==> config.mk <==
export PLATFORM = sky130hd
export DESIGN_NAME = apb_timer_slave
export DESIGN_NICKNAME = d
export VERILOG_FILES = /design/src/rtl/apb_timer_slave.sv
export SDC_FILE = /design/constraint.sdc
export NUM_CORES = 1
export LEC_CHECK = 0
export ABC_AREA = 0
export BUFFER_PORTS_ARGS = -buffer_cell sky130_fd_sc_hd__clkbuf_2
export CAP_MARGIN = 40
export CORE_MARGIN = 2
export CORE_UTILIZATION = 30
export DETAILED_ROUTE_END_ITERATION = 6
export GPL_TIMING_DRIVEN = 0
export PLACE_DENSITY = 0.48
export SYNTH_ARGS = -nofsm -noshare
export SYNTH_HDL_FRONTEND = slang
export SYNTH_SLANG_ARGS = --single-unit
==> constraint.sdc <==
create_clock -name hclk -period 10 [get_ports hclk]
set_input_delay 3 -clock hclk [delete_from_list [all_inputs] [get_ports hclk]]
set_output_delay 3 -clock hclk [all_outputs]
set_load 0.005 [all_outputs]
==> src/rtl/apb_timer_slave.sv <==
// APB2 timer peripheral: a register bank around a prescaled down-counter
// that raises a level interrupt on expiry.
`timescale 1ns/1ps
module apb_timer_slave #(
  parameter logic [31:0] BASE_ADDR = 32'h0000_0000,
  parameter int          CNT_W     = 32,
  parameter int          PRESC_W   = 8
) (
  input  logic        hclk,
  input  logic        hresetn,
  input  logic        psel,
  input  logic        penable,
  input  logic        pwrite,
  input  logic [31:0] paddr,
  input  logic [31:0] pwdata,
  output logic [31:0] prdata,
  output logic        irq
);

  localparam logic [5:0] OFF_CTRL    = 6'h00;
  localparam logic [5:0] OFF_LOAD    = 6'h01;
  localparam logic [5:0] OFF_COUNT   = 6'h02;
  localparam logic [5:0] OFF_STATUS  = 6'h03;
  localparam logic [5:0] OFF_PRESC   = 6'h04;
  localparam logic [5:0] OFF_SCRATCH = 6'h05;

  localparam int EN_BIT   = 0;
  localparam int AUTO_BIT = 1;
  localparam int IE_BIT   = 2;

  localparam logic [CNT_W-1:0]   CNT_ONE   = CNT_W'(1'b1);
  localparam logic [CNT_W-1:0]   CNT_ZERO  = CNT_W'(1'b0);
  localparam logic [PRESC_W-1:0] PRESC_ONE  = PRESC_W'(1'b1);
  localparam logic [PRESC_W-1:0] PRESC_ZERO = PRESC_W'(1'b0);

  logic [2:0]         ctrl_q,      ctrl_d;
  logic [CNT_W-1:0]   load_q,      load_d;
  logic [CNT_W-1:0]   count_q,     count_d;
  logic               exp_q,       exp_d;
  logic [PRESC_W-1:0] presc_q,     presc_d;
  logic [31:0]        scratch_q,   scratch_d;
  logic [PRESC_W-1:0] presc_cnt_q, presc_cnt_d;
  logic [31:0]        prdata_q,    prdata_d;

  logic             hit_s;
  logic [5:0]       reg_idx_s;
  logic             wr_s;
  logic             rd_setup_s;
  logic             wr_ctrl_s;
  logic             wr_load_s;
  logic             wr_status_s;
  logic             wr_presc_s;
  logic             wr_scratch_s;
  logic             tick_s;
  logic             expire_s;
  logic [CNT_W-1:0] reload_s;
  logic [31:0]      rd_data_s;
  logic             unused_s;

  assign hit_s      = (paddr[31:8] == BASE_ADDR[31:8]);
  assign reg_idx_s  = paddr[7:2];
  assign wr_s       = psel & penable & pwrite & hit_s;
  assign rd_setup_s = psel & ~penable & ~pwrite;
  assign unused_s   = ^paddr[1:0];

  // Tick and expiry depend only on flops, so irq cannot glitch from the bus
  assign tick_s   = ctrl_q[EN_BIT] & (presc_cnt_q == presc_q);
  assign expire_s = tick_s & (count_q <= CNT_ONE);

  // Write strobe decode for the access-phase commit edge
  always_comb begin
    wr_ctrl_s    = 1'b0;
    wr_load_s    = 1'b0;
    wr_status_s  = 1'b0;
    wr_presc_s   = 1'b0;
    wr_scratch_s = 1'b0;
    if (wr_s) begin
      case (reg_idx_s)
        OFF_CTRL:    wr_ctrl_s    = 1'b1;
        OFF_LOAD:    wr_load_s    = 1'b1;
        OFF_STATUS:  wr_status_s  = 1'b1;
        OFF_PRESC:   wr_presc_s   = 1'b1;
        OFF_SCRATCH: wr_scratch_s = 1'b1;
        default:     wr_ctrl_s    = 1'b0;
      endcase
    end else begin
      wr_ctrl_s = 1'b0;
    end
  end

  // Read mux; unmapped offsets and foreign bases return zero
  always_comb begin
    rd_data_s = 32'h0000_0000;
    if (hit_s) begin
      case (reg_idx_s)
        OFF_CTRL:    rd_data_s[2:0]         = ctrl_q;
        OFF_LOAD:    rd_data_s[CNT_W-1:0]   = load_q;
        OFF_COUNT:   rd_data_s[CNT_W-1:0]   = count_q;
        OFF_STATUS:  rd_data_s[0]           = exp_q;
        OFF_PRESC:   rd_data_s[PRESC_W-1:0] = presc_q;
        OFF_SCRATCH: rd_data_s              = scratch_q;
        default:     rd_data_s              = 32'h0000_0000;
      endcase
    end else begin
      rd_data_s = 32'h0000_0000;
    end
  end

  // Next-state for the register bank, prescaler and down-counter
  always_comb begin
    ctrl_d      = ctrl_q;
    load_d      = load_q;
    count_d     = count_q;
    exp_d       = exp_q;
    presc_d     = presc_q;
    scratch_d   = scratch_q;
    presc_cnt_d = presc_cnt_q;
    prdata_d    = prdata_q;
    reload_s    = wr_load_s ? pwdata[CNT_W-1:0] : load_q;

    // A CTRL write overrides the one-shot auto-disable in the same cycle
    if (wr_ctrl_s) begin
      ctrl_d = pwdata[2:0];
    end else if (expire_s && !ctrl_q[AUTO_BIT]) begin
      ctrl_d[EN_BIT] = 1'b0;
    end else begin
      ctrl_d = ctrl_q;
    end

    if (wr_load_s) begin
      load_d = pwdata[CNT_W-1:0];
    end else begin
      load_d = load_q;
    end

    if (wr_load_s && !ctrl_q[EN_BIT]) begin
      count_d = pwdata[CNT_W-1:0];
    end else if (tick_s) begin
      if (count_q > CNT_ONE) begin
        count_d = count_q - CNT_ONE;
      end else if (ctrl_q[AUTO_BIT]) begin
        count_d = reload_s;
      end else begin
        count_d = CNT_ZERO;
      end
    end else begin
      count_d = count_q;
    end

    // Expiry set beats a simultaneous W1C
    if (expire_s) begin
      exp_d = 1'b1;
    end else if (wr_status_s && pwdata[0]) begin
      exp_d = 1'b0;
    end else begin
      exp_d = exp_q;
    end

    if (wr_presc_s) begin
      presc_d = pwdata[PRESC_W-1:0];
    end else begin
      presc_d = presc_q;
    end

    if (wr_scratch_s) begin
      scratch_d = pwdata;
    end else begin
      scratch_d = scratch_q;
    end

    if (wr_ctrl_s && pwdata[EN_BIT] && !ctrl_q[EN_BIT]) begin
      presc_cnt_d = PRESC_ZERO;
    end else if (tick_s) begin
      presc_cnt_d = PRESC_ZERO;
    end else if (ctrl_q[EN_BIT]) begin
      presc_cnt_d = presc_cnt_q + PRESC_ONE;
    end else begin
      presc_cnt_d = presc_cnt_q;
    end

    // prdata captures the pre-edge register value at the read setup edge
    if (rd_setup_s) begin
      prdata_d = rd_data_s;
    end else begin
      prdata_d = prdata_q;
    end
  end

  // State registers with asynchronous active-high reset
  always_ff @(posedge hclk or posedge hresetn) begin
    if (hresetn) begin
      ctrl_q      <= 3'b000;
      load_q      <= CNT_ZERO;
      count_q     <= CNT_ZERO;
      exp_q       <= 1'b0;
      presc_q     <= PRESC_ZERO;
      scratch_q   <= 32'h0000_0000;
      presc_cnt_q <= PRESC_ZERO;
      prdata_q    <= 32'h0000_0000;
    end else begin
      ctrl_q      <= ctrl_d;
      load_q      <= load_d;
      count_q     <= count_d;
      exp_q       <= exp_d;
      presc_q     <= presc_d;
      scratch_q   <= scratch_d;
      presc_cnt_q <= presc_cnt_d;
      prdata_q    <= prdata_d;
    end
  end

  assign prdata = prdata_q;
  assign irq    = exp_q & ctrl_q[IE_BIT];

endmodule

==> impl_metrics.env <==
export IMPL_setup_slack_ns=4.48
export IMPL_critPathLaunch="paddr[4]"
export IMPL_floorplan_initialDensity_pct=30.3
export IMPL_holdBufCountCts=0
export IMPL_yosys_most_used_dff="dfrtp_1"
export IMPL_critPathLaunchType="input port"
export IMPL_io_pins=102
export IMPL_top_layer="met4"
export IMPL_r2r_end="count_q[25]"
export IMPL_r2r_setup_slack_ns=7.03
export IMPL_tritoncts="done"
export IMPL_dpl_hpwl_um=16200
export IMPL_ctsResizeCount=0
export IMPL_clkPwrFrac_pct=49.1
export IMPL_grt_pass1_vias=6410
export IMPL_period_minus_slack_ns=5.52
export IMPL_n_fill_cell=2536
export IMPL_detail_route_wl_per_cell_um=19.1
export IMPL_cpPeakStageDelay_ns=0.74
export IMPL_synthCells=729
export IMPL_avgSynthCellArea_um2=10.4
export IMPL_fin_hold_ws_ns=0.500
export IMPL_dr_wl_met3_um=1060
export IMPL_path_class="input port to flip-flop"
export IMPL_power_switching_mw=0.291
export IMPL_htree_num_levels=4
export IMPL_synthTopCellsByCount="dfrtp_1, nand2_1, mux2_2"
export IMPL_grt_usage_pct=18.0
export IMPL_holdPathStages=2
export IMPL_fp_dieH_um=163
export IMPL_clock_tree_root_cell="clkbuf_16"
export IMPL_fin_worst_skew_ns=0.0101
export IMPL_syn_nets=801
export IMPL_worstHoldStart="prdata[0]"
export IMPL_synthAdderAreaFrac_pct=0.497
export IMPL_worstPathRequired_ns=10.36
export IMPL_p_seq_share_pct=47.1
export IMPL_worstMarginPinSlew_ns=0.890
export IMPL_relSlewSlack_pct=40.7
export IMPL_drc=0
export IMPL_setup_violations=0
export IMPL_final_area_um2=9120
export IMPL_synth_edf_count=0
export IMPL_status="finished, final reports clean"
export IMPL_drive_above_1_share_pct=26.5
export IMPL_final_max_slew_violation_count=0
export IMPL_synth_compound_area_share_pct=13.9
export IMPL_met2_length_um=10600
export IMPL_wl_met1_um=10700
export IMPL_synth_top_family_by_area="simple AND/OR/NAND/NOR gates"
export IMPL_muxShareOfSynthArea_pct=15.5
export IMPL_irDropWorstVdd_mv=0.107
export IMPL_p_per_area_nw_per_um2=139
export IMPL_crit_top_cell="clkbuf_1"
export IMPL_pwr_share_comb_pct=3.8
export IMPL_synthToLayoutAreaGrowth_pct=20.7
export IMPL_r2r_cells=10
export IMPL_vias=6197
export IMPL_max_freq_mhz=181
export IMPL_setup_tns_ns=0
export IMPL_synth_top_area_cell="dfrtp_1"
export IMPL_rows=58
export IMPL_worstHoldEndpoint="prdata[0]"
export IMPL_grt_max_degree=101
export IMPL_die_w_um=163
export IMPL_post_place_ws_ns=4.11
export IMPL_leakage_nw=4.13
export IMPL_viasPerCell=5.18
export IMPL_dpl_cell_area_um2=8550
export IMPL_core_area_um2=25000
export IMPL_path_cells="clkbuf_1, inv_1, nand3_1, or2_2, clkbuf_1, a21oi_1, clkbuf_1, a22o_1"
export IMPL_grt_pass1_wl_um=36300
export IMPL_synth_seq_cells=148
export IMPL_drv_cap=0
export IMPL_cp_slowest_cell="a21oi_1"
export IMPL_postRouteAntennaNets=0
export IMPL_synth_most_common_cell="dfrtp_1"
export IMPL_clk_latency_ns=0.42
export IMPL_cts_path_max_buffers=2
export IMPL_grt_overflow=0
export IMPL_synth_cell_types=49
export IMPL_totalPowerFinal_mw=1.27
export IMPL_worstPathMaxFanout=10
export IMPL_synthSimpleGateAreaFrac_pct=15.9
export IMPL_cp_arrival_ns=5.88
export IMPL_post_route_period_util_pct=55.2
export IMPL_gp_congestion=0.798
export IMPL_postSynth_asyncResetShare_pct=100
export IMPL_dieArea_um2=26500
export IMPL_synth_top_area_share_pct=49.0
export IMPL_synth_xor_area_share_pct=1.97
export IMPL_final_nets=927
export IMPL_ys_seq_area_share_pct=49.0
export IMPL_synth_area_top_cells="dfrtp_1, mux2_2, mux2i_1, nand2_1, o21ai_0"
export IMPL_finalHoldViolCount=0
export IMPL_firstDrtPassIters=5
export IMPL_syn_area_um2=7560
export IMPL_end_kind="flip-flop"
export IMPL_cts_buffers=17
export IMPL_post_cts_buffers=0
export IMPL_clk_pin_slew_ns=0.06
export IMPL_antenna_cells=0
export IMPL_clock_sinks=148
export IMPL_rsz0062_at_grt="false"
export IMPL_intPower_mw=0.980
export IMPL_hp_class="flip-flop to flip-flop"
export IMPL_detail_route_wirelength_um=22800
export IMPL_timing_rr_start="count_q[11]"
export IMPL_cp_buffers_inverters=4
export IMPL_port_buffers=98
export IMPL_switching_share_pct=22.9
export IMPL_yosysWarnings=0
export IMPL_drt_iter0_drc=365
export IMPL_cp_top_family="buffers and inverters"
export IMPL_antenna_found_initial=0
-- cell families after synthesis --
family	after synthesis
AO/OA/AOI/OAI	154
XOR/XNOR	17
AND/OR/NAND/NOR	240
adder cells (fa/ha/maj)	3
flip-flops	148
multiplexers	108
buffers and inverters	59
-- how the worst max path moves through the flow --
stage,cells past startpoint,endpoint
2_1_floorplan,1,count_q[0]
5_1_grt,8,prdata[16]
3_5_place_dp,8,prdata[14]
3_3_place_gp,2,prdata[20]
4_1_cts,8,prdata[8]
6_report,8,prdata[11]
-- worst register-to-register path, stage by stage (launching register included) --
cell      delay, ns
dfrtp_1        0.35
clkbuf_1       0.20
or4_1          0.43
buf_2          0.16
or4_1          0.38
buf_2          0.19
nor4b_4        0.26
nor2_1         0.10
clkbuf_1       0.37
a32oi_1        0.30
nand3_1        0.10
-- per-layer routing --
metal / global-route usage (%) / vias up
met5: 0 / -
met4: 5.59 / 0
met3: 3.41 / 24
met2: 29.3 / 163
met1: 24.3 / 3054
li1: - / 2956
-- power groups by stage --
stage               Clock, mW  Sequential (mW)  Combinational [mW]
finish                  0.623            0.599              0.0486
CTS                     0.638            0.599              0.0505
global route            0.666            0.598              0.0547
floorplan                   0            0.610              0.0195
detailed placement          0            0.610              0.0504
global placement            0            0.610              0.0479
-- flip-flops by register name (all words and copies together), names as in the netlist --
register / count
ctrl_q: 3
count_q: 32
scratch_q: 32
exp_q: 1
presc_cnt_q: 8
load_q: 32
presc_q: 8
prdata: 32
-- cell usage in the layout, fill, tap and decap left out, types with 12 or more instances in the layout --
master     instances
nand2_1           89
nor3_1            23
mux2i_1           34
clkbuf_16         17
clkbuf_2          98
a22o_1            31
o21ai_0           56
clkbuf_1          40
dfrtp_1          148
xnor2_1           12
nor2_1            21
nor4_1            22
a21oi_1           13
nand3_1           39
a22oi_1           14
or3_1             12
mux2_2            74
-- through the flow --
step | utilization [%] | std cells
floorplan | - | 729
global placement | 33.9 | 1157
detailed placement | 34.3 | 1166
CTS | 36.5 | 1197
global route | 36.5 | 1197
finish | 36.5 | 1197
-- area by class of cell --
cell class | instances | area (µm²) | share of cell area, %
Timing Repair Buffer | 107 | 577 | 6.33
Inverter | 10 | 45.0 | 0.494
Sequential cell | 148 | 3700 | 40.6
Tap cell | 330 | 413 | 4.53
Buffer | 49 | 204 | 2.24
Clock buffer | 18 | 429 | 4.71
Clock inverter | 13 | 135 | 1.48
Multi-Input combinational cell | 522 | 3610 | 39.6
Note: power is estimated with default switching activity, not from simulation.
